### config.mk
export PLATFORM = sky130hd
export DESIGN_NAME = micro_pipeline
export DESIGN_NICKNAME = d
export VERILOG_FILES = /design/src/rtl/micro_pkg.sv /design/src/rtl/micro_stage.sv /design/src/rtl/micro_pipeline.sv
export SDC_FILE = /design/constraint.sdc
export NUM_CORES = 1
export LEC_CHECK = 0
export ABC_AREA = 1
export CAP_MARGIN = 20
export CELL_PAD_IN_SITES_DETAIL_PLACEMENT = 0
export CELL_PAD_IN_SITES_GLOBAL_PLACEMENT = 1
export CORE_MARGIN = 2
export CORE_UTILIZATION = 25
export CTS_BUF_LIST = sky130_fd_sc_hd__clkbuf_8
export DETAILED_ROUTE_END_ITERATION = 10
export GPL_TIMING_DRIVEN = 0
export PLACE_DENSITY_LB_ADDON = 0.1
export SLEW_MARGIN = 20
export SYNTH_ARGS = -nofsm -noshare
export SYNTH_HDL_FRONTEND = slang
export SYNTH_HIERARCHICAL = 1
export SYNTH_SLANG_ARGS = --single-unit
### constraint.sdc
create_clock -name clock -period 2.7 [get_ports clock]
set_clock_uncertainty 0.2 [all_clocks]
set_input_delay 0.54 -clock clock [delete_from_list [all_inputs] [get_ports clock]]
set_output_delay 0.54 -clock clock [all_outputs]
set_load 0.1 [all_outputs]
### src/rtl/micro_pkg.sv
// Shared definitions for the microinstruction pipeline: default field widths
// and the NOP word that every stage loads on flush/reset or for a bubble.
package micro_pkg;

    localparam int ALU_W_DEF  = 4;
    localparam int SH_W_DEF   = 2;
    localparam int C_W_DEF    = 6;
    localparam int T_W_DEF    = 7;
    localparam int ADDR_W_DEF = 11;
    localparam int M_W_DEF    = 2;

    typedef struct packed {
        logic                  valid;
        logic [ALU_W_DEF-1:0]  alu;
        logic [SH_W_DEF-1:0]   sh;
        logic [C_W_DEF-1:0]    c;
        logic [T_W_DEF-1:0]    t;
        logic [ADDR_W_DEF-1:0] addr;
        logic [M_W_DEF-1:0]    m;
    } micro_word_t;

    localparam micro_word_t MICRO_NOP = '0;

endpackage

### src/rtl/micro_stage.sv
// One pipeline register stage: valid bit plus a flattened microinstruction word.
// Flush beats stall; a stage holding a bubble always stores zero fields.
module micro_stage
    import micro_pkg::*;
#(
    parameter int W = 32
) (
    input  logic         clock,
    input  logic         reset,
    input  logic         stall,
    input  logic         flush,
    input  logic         i_valid,
    input  logic [W-1:0] i_data,
    output logic         o_valid,
    output logic [W-1:0] o_data
);

    logic         r_valid;
    logic [W-1:0] r_data;

    always_ff @(posedge clock or posedge reset) begin
        if (reset) begin
            r_valid <= MICRO_NOP.valid;
            r_data  <= '0;
        end else if (flush) begin
            r_valid <= MICRO_NOP.valid;
            r_data  <= '0;
        end else if (!stall) begin
            r_valid <= i_valid;
            r_data  <= i_valid ? i_data : '0;
        end
    end

    assign o_valid = r_valid;
    assign o_data  = r_data;

endmodule

### src/rtl/micro_pipeline.sv
// DEPTH-stage microinstruction delay line with global stall/flush and a
// saturating count of unstalled cycles that present no valid output.
module micro_pipeline
    import micro_pkg::*;
#(
    parameter int ALU_W  = ALU_W_DEF,
    parameter int SH_W   = SH_W_DEF,
    parameter int C_W    = C_W_DEF,
    parameter int T_W    = T_W_DEF,
    parameter int ADDR_W = ADDR_W_DEF,
    parameter int M_W    = M_W_DEF,
    parameter int DEPTH  = 2
) (
    input  logic              clock,
    input  logic              reset,
    input  logic              stall,
    input  logic              flush,
    input  logic              in_valid,
    input  logic [ALU_W-1:0]  ALU_in,
    input  logic [SH_W-1:0]   SH_in,
    input  logic [C_W-1:0]    C_in,
    input  logic [T_W-1:0]    T_in,
    input  logic [ADDR_W-1:0] DATA_ADDR_in,
    input  logic [M_W-1:0]    M_in,
    output logic [ALU_W-1:0]  ALU_out,
    output logic [SH_W-1:0]   SH_out,
    output logic [C_W-1:0]    C_out,
    output logic [T_W-1:0]    T_out,
    output logic [ADDR_W-1:0] DATA_ADDR_out,
    output logic [M_W-1:0]    M_out,
    output logic              out_valid,
    output logic [DEPTH-1:0]  stage_valid,
    output logic [15:0]       bubbles
);

    localparam int W = ALU_W + SH_W + C_W + T_W + ADDR_W + M_W;

    // Index 0 is the input side; index k is the output of stage k-1.
    logic [DEPTH:0]        w_vld_pipe;
    logic [DEPTH:0][W-1:0] w_data_pipe;
    logic [15:0]           r_bubbles;

    assign w_vld_pipe[0]  = in_valid;
    assign w_data_pipe[0] = {ALU_in, SH_in, C_in, T_in, DATA_ADDR_in, M_in};

    for (genvar k = 0; k < DEPTH; k++) begin : g_stage
        micro_stage #(.W(W)) u_stage (
            .clock   (clock),
            .reset   (reset),
            .stall   (stall),
            .flush   (flush),
            .i_valid (w_vld_pipe[k]),
            .i_data  (w_data_pipe[k]),
            .o_valid (w_vld_pipe[k+1]),
            .o_data  (w_data_pipe[k+1])
        );
    end

    always_ff @(posedge clock or posedge reset) begin
        if (reset)
            r_bubbles <= '0;
        else if (!stall && !w_vld_pipe[DEPTH] && r_bubbles != 16'hFFFF)
            r_bubbles <= r_bubbles + 16'd1;
    end

    assign {ALU_out, SH_out, C_out, T_out, DATA_ADDR_out, M_out} = w_data_pipe[DEPTH];
    assign out_valid   = w_vld_pipe[DEPTH];
    assign stage_valid = w_vld_pipe[DEPTH:1];
    assign bubbles     = r_bubbles;

endmodule

Yosys cells after proc, flatten, opt, wreduce, memory -nomap -nowiden
Index checks and enable logic that the tools add are counted.
{"block": "word_totals", "register_bits": 82, "latchBits": 0, "mem_bits_rw": 0, "rom_bits": 0, "in_bits": 37, "output_inout_bits": 51, "wordCells": 22, "n_memories": 0}
{"block": "classes", "addsub": 1, "n_mul": 0, "n_div": 0, "n_lt_le_gt_ge": 0, "eq_ne": 2, "n_shift": 0, "n_mux": 10, "bitwise": 0, "n_reduce_logical": 4}
{"cell": "two-way mux 32 bit", "count": 6}
{"cell": "adder 16 x 1 -> 16 bit (second input constant)", "count": 1}
{"cell": "!= test 16 bit (second input constant)", "count": 1}
{"cell": "two-way mux 1 bit", "count": 4}
{"cell": "logical AND 1 bit", "count": 2}
{"cell": "zero test 1 bit", "count": 2}
{"cell": "!= test 2 x 1 -> 1 bit (second input constant)", "count": 1}

Longest topological paths before layout
{"block": "depth", "depth_word": 3, "depth_mapped": 9, "depth_no_buf": 8}

Cells and area by module
The synthesis kept the hierarchy.
{"module": "micro_stage", "instances": 2, "cells_per_inst": 214, "area_each_um2": 1607.8, "seq_area_each_um2": 825.8}
{"module": "micro_pipeline", "instances": 1, "cells_per_inst": 156, "area_each_um2": 1063.5, "seq_area_each_um2": 400.4}

Worst setup path before layout
No wires, ideal clock.
{"block": "synth_path", "kind": "register to register", "start": "register r_bubbles[0], in the netlist bubbles[0]", "end": "register r_bubbles[9], in the netlist bubbles[9]", "setup_ns": 0.123, "arrival_ns": 2.040, "t_required_ns": 2.377, "path_slack_ns": 0.338, "stages_incl_launch_ff": 10, "n_path_buf": 1, "synth_period_minus_slack_ns": 2.362, "cell_sequence": "dfrtp_1 > ha_1 > inv_1 > nor2_4 > nand2_2 > nor2_4 > nor2_2 > buf_6 > nand2_1 > nand2_1"}
{"block": "synth_between", "elab_chain_len": 2, "elab_cells_between_ends": 3, "cone_classes": "1 x add/sub; 1 x eq/ne; 1 x reduce/logical"}
{"item": "start: declaration", "line": "micro_pipeline.sv:41", "text": "logic [15:0] r_bubbles;"}
{"item": "start signal: assignment", "line": "micro_pipeline.sv:63", "text": "r_bubbles <= r_bubbles + 16'd1;"}
{"item": "branches (longest 2 deep; another with adder 16 x 1 -> 16 bit)"}
Parallel ways; which one is timed is not known.
A chain may end at the register's enable or synchronous reset.

Final worst setup path
{"block": "layout_path", "start": "register g_stage[1].u_stage.r_data[15]", "end": "output T_out[2]"}
{"item": "start: declaration", "line": "micro_stage.sv:19", "text": "logic [W-1:0] r_data;"}
{"item": "start signal: assignment", "line": "micro_stage.sv:30", "text": "r_data <= i_valid ? i_data : '0;"}
{"item": "end: declaration", "line": "micro_pipeline.sv:28", "text": "output logic [T_W-1:0] T_out,"}
No word-level cell between the ends.

==> run summary <==
The worst-case reg-to-reg path depth came out at 9. The logs give 0.376 mV for the largest vdd supply drop and 0 for the initial antenna violation count. The worst hold margin is 243 ps. The count of pins over their slew limit came out at 0. The class of the worst hold path is in -> reg.

The total of max-cap violations is 0. The signal on the critical path passes through clkdlybuf4s50_1. The detailed placement HPWL is 8380 µm. The ratio of final minimum period to clock period came out at 0.983.

The beginning of the worst register-to-register path is bubbles[0]. The area added between synthesis and finish was 33.2%. Dividing total power by cell area gives a power density of 581 mW/mm².

sky130_fd_sc_hd__nand2_1 is the most common cell in the netlist. By count the netlist is led by sky130_fd_sc_hd__nand2_1, sky130_fd_sc_hd__dfrtp_1, sky130_fd_sc_hd__nor2_1. Setup repair after global routing left no endpoint under its margin. For the pin with the worst max-slew slack, the measured transition is 1010 ps. TritonCTS built the clock tree. Summing every instance area after synthesis gives 0.00428 mm².

The area share of the leading cell type in the synthesized netlist works out to 0.480. In this run the mean area of a mapped cell was 7.33 µm². The endpoint of the worst-slack reg-to-reg timing path was bubbles[10]. Timing would allow up to 377 MHz. The number of hold violations in the final report is 0. Routed wire length: 11600 µm. The number of clock buffers added by TritonCTS is 9. Synthesis produced a netlist with a net count of 622. The first global-routing pass estimated 19500 µm of wire. The total area inside the core boundary comes to 0.0166 mm².

The share of async-settable or async-resettable flops after synthesis is 1.00. The later pin in the worst-skew pair is clocked with a latency of 360 ps. The cell with the biggest individual delay on the critical path is sky130_fd_sc_hd__clkdlybuf4s50_1. The final RePlAce weighted congestion was 0.774. In this run the most critical hold path is launched from flush.

The number of optimization iterations in the first detailed-route pass was 4. For flop-to-flop paths, the worst setup slack is 830 ps. The tools report the clock sink total as 82. The number of cell rows is 47, and the final cell count without fillers is 907. In this design, the stage delay of the slowest critical-path cell is 1160 ps. The tools report the share of the core filled with cells in the final layout as 0.343.

Including well taps, the total number of placed cells is 891. The die extent in x was 135 µm. The worst-case hold path end point was g_stage[0].u_stage/o_data[7]. The setup TNS after final layout came out at 0 ps.

The setup path with the least slack is of type reg -> out. In this run, synthesis produced a sequential element count of 82. For the via count, the log shows 3753.

The overall routing resource usage came out at 0.136. The run gives 2 as the maximum root-to-sink buffer count. Setup violations remaining at the end of the flow were counted as 0.

The aggregate global routing overflow is 0, and the vias per cell is 4.14. Of all nets on the critical path, the largest fanout is 2. For the max-slew headroom at the worst pin, the log shows 0.321. For this run, the leading register cell type out of synthesis is sky130_fd_sc_hd__dfrtp_1. Share of the yosys chip area belonging to registers: 0.480. After clock tree synthesis, the clock-pin slew on the worst setup and hold paths is 90 ps. The total of buffers placed on input and output ports was 85; the number of DRC markers in iteration 0 was 145.

Beginning of the critical path: g_stage[1].u_stage/o_data[15]. The via count of the first global-routing pass is 3840, and the final layout net count is 720. Hold repair after CTS inserted 0 buffers. Broken down by cell family, the worst path's largest delay share belongs to buffers and inverters. For the worst setup path, the data required time is 1960 ps.

Once detail routing completed, the nets flagged for antenna violations numbered 0. The number of buffer and inverter instances along the worst setup path works out to 1. The die is 135 µm tall. In the routed design, unresolved DRC markers number 0.

The tools report the maximum number of pins on one net before global-route repair as 31. The instance count of the mapped netlist came out at 584. The kind of start point of the critical path was a flip-flop. The number of I/O pins was 88. The run finished with clean final reports. The run gives 2.98 nW as the leakage component of the power. For the worst setup path, the data arrival time is 1920 ps. The tools report the clock tree root driver cell as sky130_fd_sc_hd__clkbuf_8. The final critical delay including setup and external delays came out at 2660 ps. The tools report the maximum level of the CTS H-tree as 3.

The initial standard-cell utilization of the core is 0.257, and the number of unique standard cell types used by synthesis is 21. The antenna diode count is 0. The average wire per standard cell works out to 12.8 µm. The worst setup path is captured at a primary output.

The number of instances on the worst hold path works out to 4. Yosys attributes the largest share of cell area to sky130_fd_sc_hd__dfrtp_1, sky130_fd_sc_hd__nand2_1, sky130_fd_sc_hd__nor2_1. The synthesized design contains 0 enable-type register cells. The library cell with the largest summed area after synthesis is sky130_fd_sc_hd__dfrtp_1.

Fraction of layout cells with a size suffix above 1: 0.127. The Yosys step of the flow raised 6 warnings. The floorplan step defined a die boundary enclosing 0.0182 mm².
## cell families (layout without fill, tap and decap cells)
kind of cell	count (synthesis)	after routing	synth area share
XOR/XNOR	3	3	0.00614
buffers and inverters	51	154	0.0784
adder cells (fa/ha/maj)	1	1	0.00292
flip-flops	82	82	0.480
AND/OR/NAND/NOR	444	444	0.429
AO/OA/AOI/OAI	3	3	0.00439
## power by group
group / switching, mW / internal [mW]
combinational: 0.544 / 0.197
sequential: 0.0743 / 1.29
clock: 0.476 / 0.729
total: 1.09 / 2.22
## metal layers
layer	wire, µm	up-vias	GRT usage	share of wire
li1	-	1949	-	-
met1	5850	1728	0.186	0.50
met4	185	0	0.0509	0.016
met2	5130	63	0.213	0.44
met5	0	-	0	0
met3	449	13	0.0278	0.039
## through the flow
stage | power [mW] | area (µm²) | setup WS, ps
floorplan | 1.93 | 4280 | 338
global placement | 2.15 | 5410 | 165
detailed placement | 2.17 | 5450 | 304
CTS | 3.38 | 5690 | 8.80
global route | 3.48 | 5700 | 0.823
finish | 3.31 | 5700 | 44.9
## flip-flops by register name, indices dropped and copies added, names as in the netlist
name	flops
bubbles	16
g_stage.u_stage/o_data	64
g_stage.u_stage/o_valid	2
## placed cells by master (no fill, tap or decap), drive strengths merged, types with 4 or more instances in the layout
cell type / n
buf: 32
bufinv: 4
clkbuf: 10
clkdlybuf4s50: 65
dfrtp: 82
dlygate4sd2: 16
dlymetal6s2s: 4
inv: 22
nand2: 338
nand3: 9
nand3b: 6
nand4: 5
nor2: 86
## worst max path at each step
stage,endpoint,slack (ps),depth (start not counted)
after floorplan,bubbles[9],340,9
after global placement,g_stage[1].u_stage/o_data[27],170,2
after detailed placement,bubbles[13],300,9
after CTS,bubbles[15],9,1
after global routing,T_out[2],0.8,1
final,T_out[2],40,1
## layout make-up
cell class,instances,area [µm²]
clock inverter,6,129
tap,220,275
timing repair buffer,87,881
fill,1829,10900
sequential,82,2050
inverter,21,88.8
multi-input combinational,451,1890
buffer,30,246
clock buffer,10,138
## timing repair
item / in CTS / in global routing
buffers inserted: 0 / 0
setup endpoints to repair: 16 / 4
gates cloned: 0 / 0
resized for setup: 16 / 4
endpoints found under the hold margin: 0 / 0
(Power assumes the default switching activity.)
